`src/rtl/firebird7_in_gate1_tessent_tdr_pkg.sv`:
```
// Shared constants for the iJTAG data-override TDR: field offsets, scan length, counter width.
// FIREBIRD7_TDR_PARITY_EN adds a trailing even-parity bit to the scan chain.
package firebird7_in_gate1_tessent_tdr_pkg;

    localparam int WIDTH_DEF = 19;

`ifdef FIREBIRD7_TDR_PARITY_EN
    localparam bit PARITY_EN = 1'b1;
`else
    localparam bit PARITY_EN = 1'b0;
`endif

    localparam int DATA_OFS = 0;

    function automatic int sel_ofs(input int width);
        return width;
    endfunction

    function automatic int par_ofs(input int width);
        return width + 1;
    endfunction

    function automatic int tdr_len(input int width, input bit par);
        return par ? width + 2 : width + 1;
    endfunction

    // Two spare counts above L so a saturated counter never aliases onto L.
    function automatic int cnt_w(input int width, input bit par);
        return $clog2(tdr_len(width, par) + 2);
    endfunction

    localparam int LEN_NOPAR   = WIDTH_DEF + 1;
    localparam int LEN_PAR     = WIDTH_DEF + 2;
    localparam int CNT_W_NOPAR = $clog2(LEN_NOPAR + 2);
    localparam int CNT_W_PAR   = $clog2(LEN_PAR + 2);

endpackage

```
`src/rtl/firebird7_in_gate1_tessent_tdr_shift_reg.sv`:
```
// Capture/shift register with a saturating shift counter; bit 0 drives scan out.
// Capture wins over shift; all state holds while the TDR is not selected.
module firebird7_in_gate1_tessent_tdr_shift_reg #(
    parameter int LEN   = 20,
    parameter int CNT_W = 5
) (
    input  logic             clk,
    input  logic             reset,
    input  logic             sel,
    input  logic             ce,
    input  logic             se,
    input  logic             si,
    input  logic [LEN-1:0]   cap_vec,
    output logic [LEN-1:0]   sr,
    output logic [CNT_W-1:0] cnt
);

    always_ff @(posedge clk) begin
        if (reset) begin
            sr  <= '0;
            cnt <= '0;
        end else if (sel) begin
            if (ce) begin
                sr  <= cap_vec;
                cnt <= '0;
            end else if (se) begin
                sr <= {si, sr[LEN-1:1]};
                if (cnt != '1)
                    cnt <= cnt + 1'b1;
            end
        end
    end

endmodule

```
`src/rtl/firebird7_in_gate1_tessent_data_tdr_w19.sv`:
```
// iJTAG data-override TDR: scans override data/select into registered outputs for the data mux.
// FIREBIRD7_TDR_PARITY_EN enables length/parity checking of updates with a sticky error flag.
module firebird7_in_gate1_tessent_data_tdr_w19
    import firebird7_in_gate1_tessent_tdr_pkg::*;
#(
    parameter int WIDTH = WIDTH_DEF
) (
    input  logic             ijtag_tck,
    input  logic             ijtag_reset,
    input  logic             ijtag_sel,
    input  logic             ijtag_ce,
    input  logic             ijtag_se,
    input  logic             ijtag_ue,
    input  logic             ijtag_si,
    output logic             ijtag_so,
    input  logic [WIDTH-1:0] functional_data_in,
    output logic [WIDTH-1:0] ijtag_data_out,
    output logic             ijtag_select,
    output logic             ijtag_update_err
);

    localparam int LEN   = tdr_len(WIDTH, PARITY_EN);
    localparam int CNT_W = cnt_w(WIDTH, PARITY_EN);
    localparam int SEL_O = sel_ofs(WIDTH);

    logic [LEN-1:0]   cap_vec;
    logic [LEN-1:0]   sr;
    logic [CNT_W-1:0] cnt;
    logic             do_update;
    logic             update_ok;

    always_comb begin
        cap_vec                          = '0;
        cap_vec[DATA_OFS +: WIDTH]       = functional_data_in;
        cap_vec[SEL_O]                   = ijtag_select;
`ifdef FIREBIRD7_TDR_PARITY_EN
        cap_vec[par_ofs(WIDTH)]          = ^{ijtag_select, functional_data_in};
`endif
    end

    firebird7_in_gate1_tessent_tdr_shift_reg #(
        .LEN   (LEN),
        .CNT_W (CNT_W)
    ) u_shift_reg (
        .clk     (ijtag_tck),
        .reset   (ijtag_reset),
        .sel     (ijtag_sel),
        .ce      (ijtag_ce),
        .se      (ijtag_se),
        .si      (ijtag_si),
        .cap_vec (cap_vec),
        .sr      (sr),
        .cnt     (cnt)
    );

    assign ijtag_so  = sr[0];
    assign do_update = ijtag_sel & ijtag_ue & ~ijtag_ce & ~ijtag_se;

`ifdef FIREBIRD7_TDR_PARITY_EN
    // Accept only a complete, parity-clean scan since the last capture.
    assign update_ok = (cnt == CNT_W'(LEN)) && !(^sr);

    logic update_err;

    always_ff @(posedge ijtag_tck) begin
        if (ijtag_reset)
            update_err <= 1'b0;
        else if (do_update && !update_ok)
            update_err <= 1'b1;
    end

    assign ijtag_update_err = update_err;
`else
    logic unused_cnt;

    assign update_ok        = 1'b1;
    assign unused_cnt       = ^cnt;
    assign ijtag_update_err = 1'b0;
`endif

    always_ff @(posedge ijtag_tck) begin
        if (ijtag_reset) begin
            ijtag_data_out <= '0;
            ijtag_select   <= 1'b0;
        end else if (do_update && update_ok) begin
            ijtag_data_out <= sr[DATA_OFS +: WIDTH];
            ijtag_select   <= sr[SEL_O];
        end
    end

endmodule

```
`config.mk`:
```
export PLATFORM = sky130hd
export DESIGN_NAME = firebird7_in_gate1_tessent_data_tdr_w19
export DESIGN_NICKNAME = d
export VERILOG_FILES = /design/src/rtl/firebird7_in_gate1_tessent_tdr_pkg.sv /design/src/rtl/firebird7_in_gate1_tessent_tdr_shift_reg.sv /design/src/rtl/firebird7_in_gate1_tessent_data_tdr_w19.sv
export SDC_FILE = /design/constraint.sdc
export NUM_CORES = 1
export LEC_CHECK = 0
export BUFFER_PORTS_ARGS = -buffer_cell sky130_fd_sc_hd__buf_2
export CAP_MARGIN = 20
export CORE_UTILIZATION = 25
export DETAILED_ROUTE_END_ITERATION = 8
export SLEW_MARGIN = 20
export SYNTH_ARGS = -nofsm -noshare
export SYNTH_HDL_FRONTEND = slang
export SYNTH_HIERARCHICAL = 1
export SYNTH_SLANG_ARGS = --single-unit
```
`constraint.sdc`:
```
create_clock -name ijtag_tck -period 3.4 [get_ports ijtag_tck]
set_clock_uncertainty 0.15 [all_clocks]
set_input_delay 0.68 -clock ijtag_tck [delete_from_list [all_inputs] [get_ports ijtag_tck]]
set_output_delay 0.68 -clock ijtag_tck [all_outputs]
set_load 0.005 [all_outputs]
```
[Word level (Yosys, flattened, before mapping)]
Cells that the tools add are included.
Storage, ports and cells
  flip-flop bits (word level): 40
  input port bits: 26
  output and inout port bits: 22
  logic and storage cells: 12
Cells by class
  mux-type cells: 2
  bitwise gates (word level): 5
  reductions and logical operators: 2
Operators by type and width (number)
  $mux W20: 2
  $and A1 B1 Y1: 3
  $not A1 Y1: 2
  $reduce_and A2 Y1: 1
  $reduce_bool A2 Y1: 1

[Depth between registers and ports, before layout]
  depth after elaboration: 3
  mapped depth: 6
  gate-level depth less buffers: 4

[Hierarchy]
Netlist, hierarchy kept.
Modules (own cells, without submodules)
  firebird7_in_gate1_tessent_tdr_shift_reg: instances 1, cells an instance 119, area each 1138.6 µm², sequential area each 500.5 µm²
  firebird7_in_gate1_tessent_data_tdr_w19: instances 1, cells an instance 89, area each 919.6 µm², sequential area each 400.4 µm²

[Worst setup path after synthesis]
No wires, ideal clock.
  kind: reg-to-reg
  start point: register, netlist name u_shift_reg/cnt[0]
  end point: register, netlist name u_shift_reg/cnt[3]
  library setup time: 0.074 ns
  arrival: 1.664 ns
  required time: 3.176 ns
  slack: 1.511 ns
  stages on the path, launching flop included: 8
  period minus slack after synthesis: 1.889 ns
  cell sequence: dfxtp_1 ha_1 and3_1 ha_1 nor2b_4 nand4_1 or4_1 a31oi_1

[Worst setup path after layout]
  start point: input ijtag_ce
  end point: register ijtag_data_out[10]
On the way
  word-level cells in the longest chain between the ends: 3
Ends and longest elaborated chain
  start: declaration: RTL line firebird7_in_gate1_tessent_data_tdr_w19.sv:11  | input logic ijtag_ce,
  $not A1 Y1: RTL line firebird7_in_gate1_tessent_data_tdr_w19.sv:57  | assign do_update = ijtag_sel & ijtag_ue & ~ijtag_ce & ~ijtag_se;
  $and A1 B1 Y1 (2 in series): RTL line firebird7_in_gate1_tessent_data_tdr_w19.sv:57
  end signal: assignment: RTL line firebird7_in_gate1_tessent_data_tdr_w19.sv:86  | ijtag_data_out <= sr[DATA_OFS +: WIDTH];
  end: declaration: RTL line firebird7_in_gate1_tessent_data_tdr_w19.sv:17  | output logic [WIDTH-1:0] ijtag_data_out,
Every way passes these cells.
A chain may end at the register's enable or synchronous reset.

==> results.ini <==
[die]
die_y_um = 87.1
die-area_um2 = 7590
initial_core_util_pct = 26.2
row_count = 30
ios = 48
die-width_um = 87.1
core_region_area_um2 = 6910

[worst_setup_path]
cp.buffers_inverters = 1
cp_top_family = simple AND/OR/NAND/NOR gates
endpoint_kind = flop
critical_path_peak_fanout = 22
worstPathArrival_ns = 2.16
worstRegToRegCells = 2
cp_slowest_cell = and4bb_2
crit_path_cell_trace = buf_2 > and4bb_2 > mux2i_1
worst-r2r-setup-slack_ns = 2.42
cp.required_ns = 3.46
startpoint_type = input port
reg2reg_to = u_shift_reg/sr[19]
critPathMaxStageDelay_ns = 0.89
crit_type = input port to flop
r2r-start = ijtag_select

[placed_design]
port_buffers = 46
dpl_worst_slack_ns = 0.989
gp_congestion = 0.683
dp_hpwl_mm = 2.47
dpl_cell_area_um2 = 2060

[job]
max_cap_viol_count = 0

[timing]
setup_viol = 0
rsz0062_at_grt = false
min_period_ns = 2.10
max_freq_mhz = 477
finalCritPeriodShare_pct = 61.6
whs_ns = 0.323
finalMaxSlewViolations = 0
slew_headroom_pct = 43.8
tightestPinTransition_ns = 0.843
setup-tns-final_ns = 0
timing.final.ws_setup_ns = 1.30
finalHoldViolations = 0

[clocking]
tritoncts = done
cts_resized = 0
clockBufferDepth = 2
cts.clk_slew.worst_paths_ns = 0.07
postCtsSetupRepairBufs = 0
cts_inserted_buffers = 5
clock_sinks = 40
cts_max_level = 2
worst_skew_pair.late_latency_ns = 0.29
root_buffer = clkbuf_8
hold_buffers = 0

[pwr]
p_switching_uw = 227
p_seq_share_pct = 54.3
p_total_uw = 929
intPower_uw = 703
p_clk_share_pct = 34.6
power_density_nw_per_um2 = 431
power.leakage_uw = 0.000886
power_frac_comb_pct = 11.1
peakVddDrop_mv = 0.126
p_sw_share_pct = 24.4

[routing]
drcViolationCount = 0
viasPerCell = 4.16
totalWireLength_mm = 3.66
route.vias.total = 1316
drtPass1Iterations = 4
ant_nets = 0
drt_iter0_drc = 75
detail_route.wl_per_cell_um = 11.6

[finish]
antenna_cells = 0
seq_area_um2 = 801
multiInputGateArea_um2 = 902
fillers = 781
nets = 245
final_area_um2 = 2160
area_delta_synth_final_pct = 19.1
drive_gt1_share_pct = 25.9

[worst_hold_path]
hp-start = ijtag_data_out[1]
min_path_cells = 2
hp-class = flop to flop
holdPathEnd = ijtag_data_out[1]

[synth]
mappedNetlistArea_um2 = 1810
synth_nets = 208
ys_warn_count = 6
synth_cells = 182
avgSynthCellArea_um2 = 9.95

[grt]
grt_pass1_wl_mm = 5.98
overflow = 0
antenna_found_initial = 0
grt.total_usage_pct = 10.4
grt_pass1_vias = 1230
grt_max_degree = 61

[outcome]
outcome = finished clean

-- layer usage --
layer  share of wire (%)  track usage [%]  vias up
li1                    -                -      691
met5                   0                0        -
met2                  44             16.3       32
met1                  49             13.3      587
met3                 4.9             3.13        6
met4                 1.9             4.47        0
-- area by class of cell --
type                            count  area share (%)
Multi-Input combinational cell    124            41.8
Clock buffer                        6            3.83
Tap cell                           96            5.57
Clock inverter                      2           0.464
Timing Repair Buffer               47            11.0
Sequential cell                    40            37.1
Inverter                            1           0.174
-- power groups by stage --
stage / clock network, uW / logic (uW) / registers, uW
2_1_floorplan: 0 / 79.1 / 512
3_3_place_gp: 0 / 103 / 515
3_5_place_dp: 0 / 105 / 516
4_1_cts: 337 / 105 / 505
5_1_grt: 358 / 115 / 509
6_report: 321 / 103 / 505
-- flip-flops by register name, indices dropped and copies added (netlist names) --
| name | flops |
|---|---|
| ijtag_data_out | 19 |
| u_shift_reg/sr | 20 |
| ijtag_select | 1 |
-- through the flow --
step / utilization (%) / std cells
after global placement: 29.9 / 308
after floorplan: - / 182
after detailed placement: 29.9 / 308
final: 31.2 / 316
after CTS: 31.2 / 316
after global routing: 31.2 / 316
-- worst max path at each step --
stage,from,to,slack [ns],depth (start not counted)
floorplan,ijtag_ce,u_shift_reg/sr[0],1.78,6
global placement,ijtag_ce,ijtag_data_out[15],1.04,3
detailed placement,ijtag_ce,ijtag_data_out[15],0.99,3
CTS,ijtag_ce,ijtag_data_out[15],1.30,3
global route,ijtag_ce,u_shift_reg/sr[2],1.19,6
finish,ijtag_ce,ijtag_data_out[10],1.30,3
-- layout by cell type (no fill, tap or decap), drive strengths merged --
cell / instances
conb: 1
and4bb: 1
clkbuf: 6
nand2b: 40
a211oi: 20
mux2i: 40
buf: 47
nor2: 22
inv: 1
dfxtp: 40
clkinv: 2
-- worst reg2reg max path, cell delays in order, from the launching register on --
cell      delay, ns
dfxtp_1        0.40
mux2i_1        0.10
a211oi_1       0.23
No activity file was read; power rests on OpenSTA's default activity.
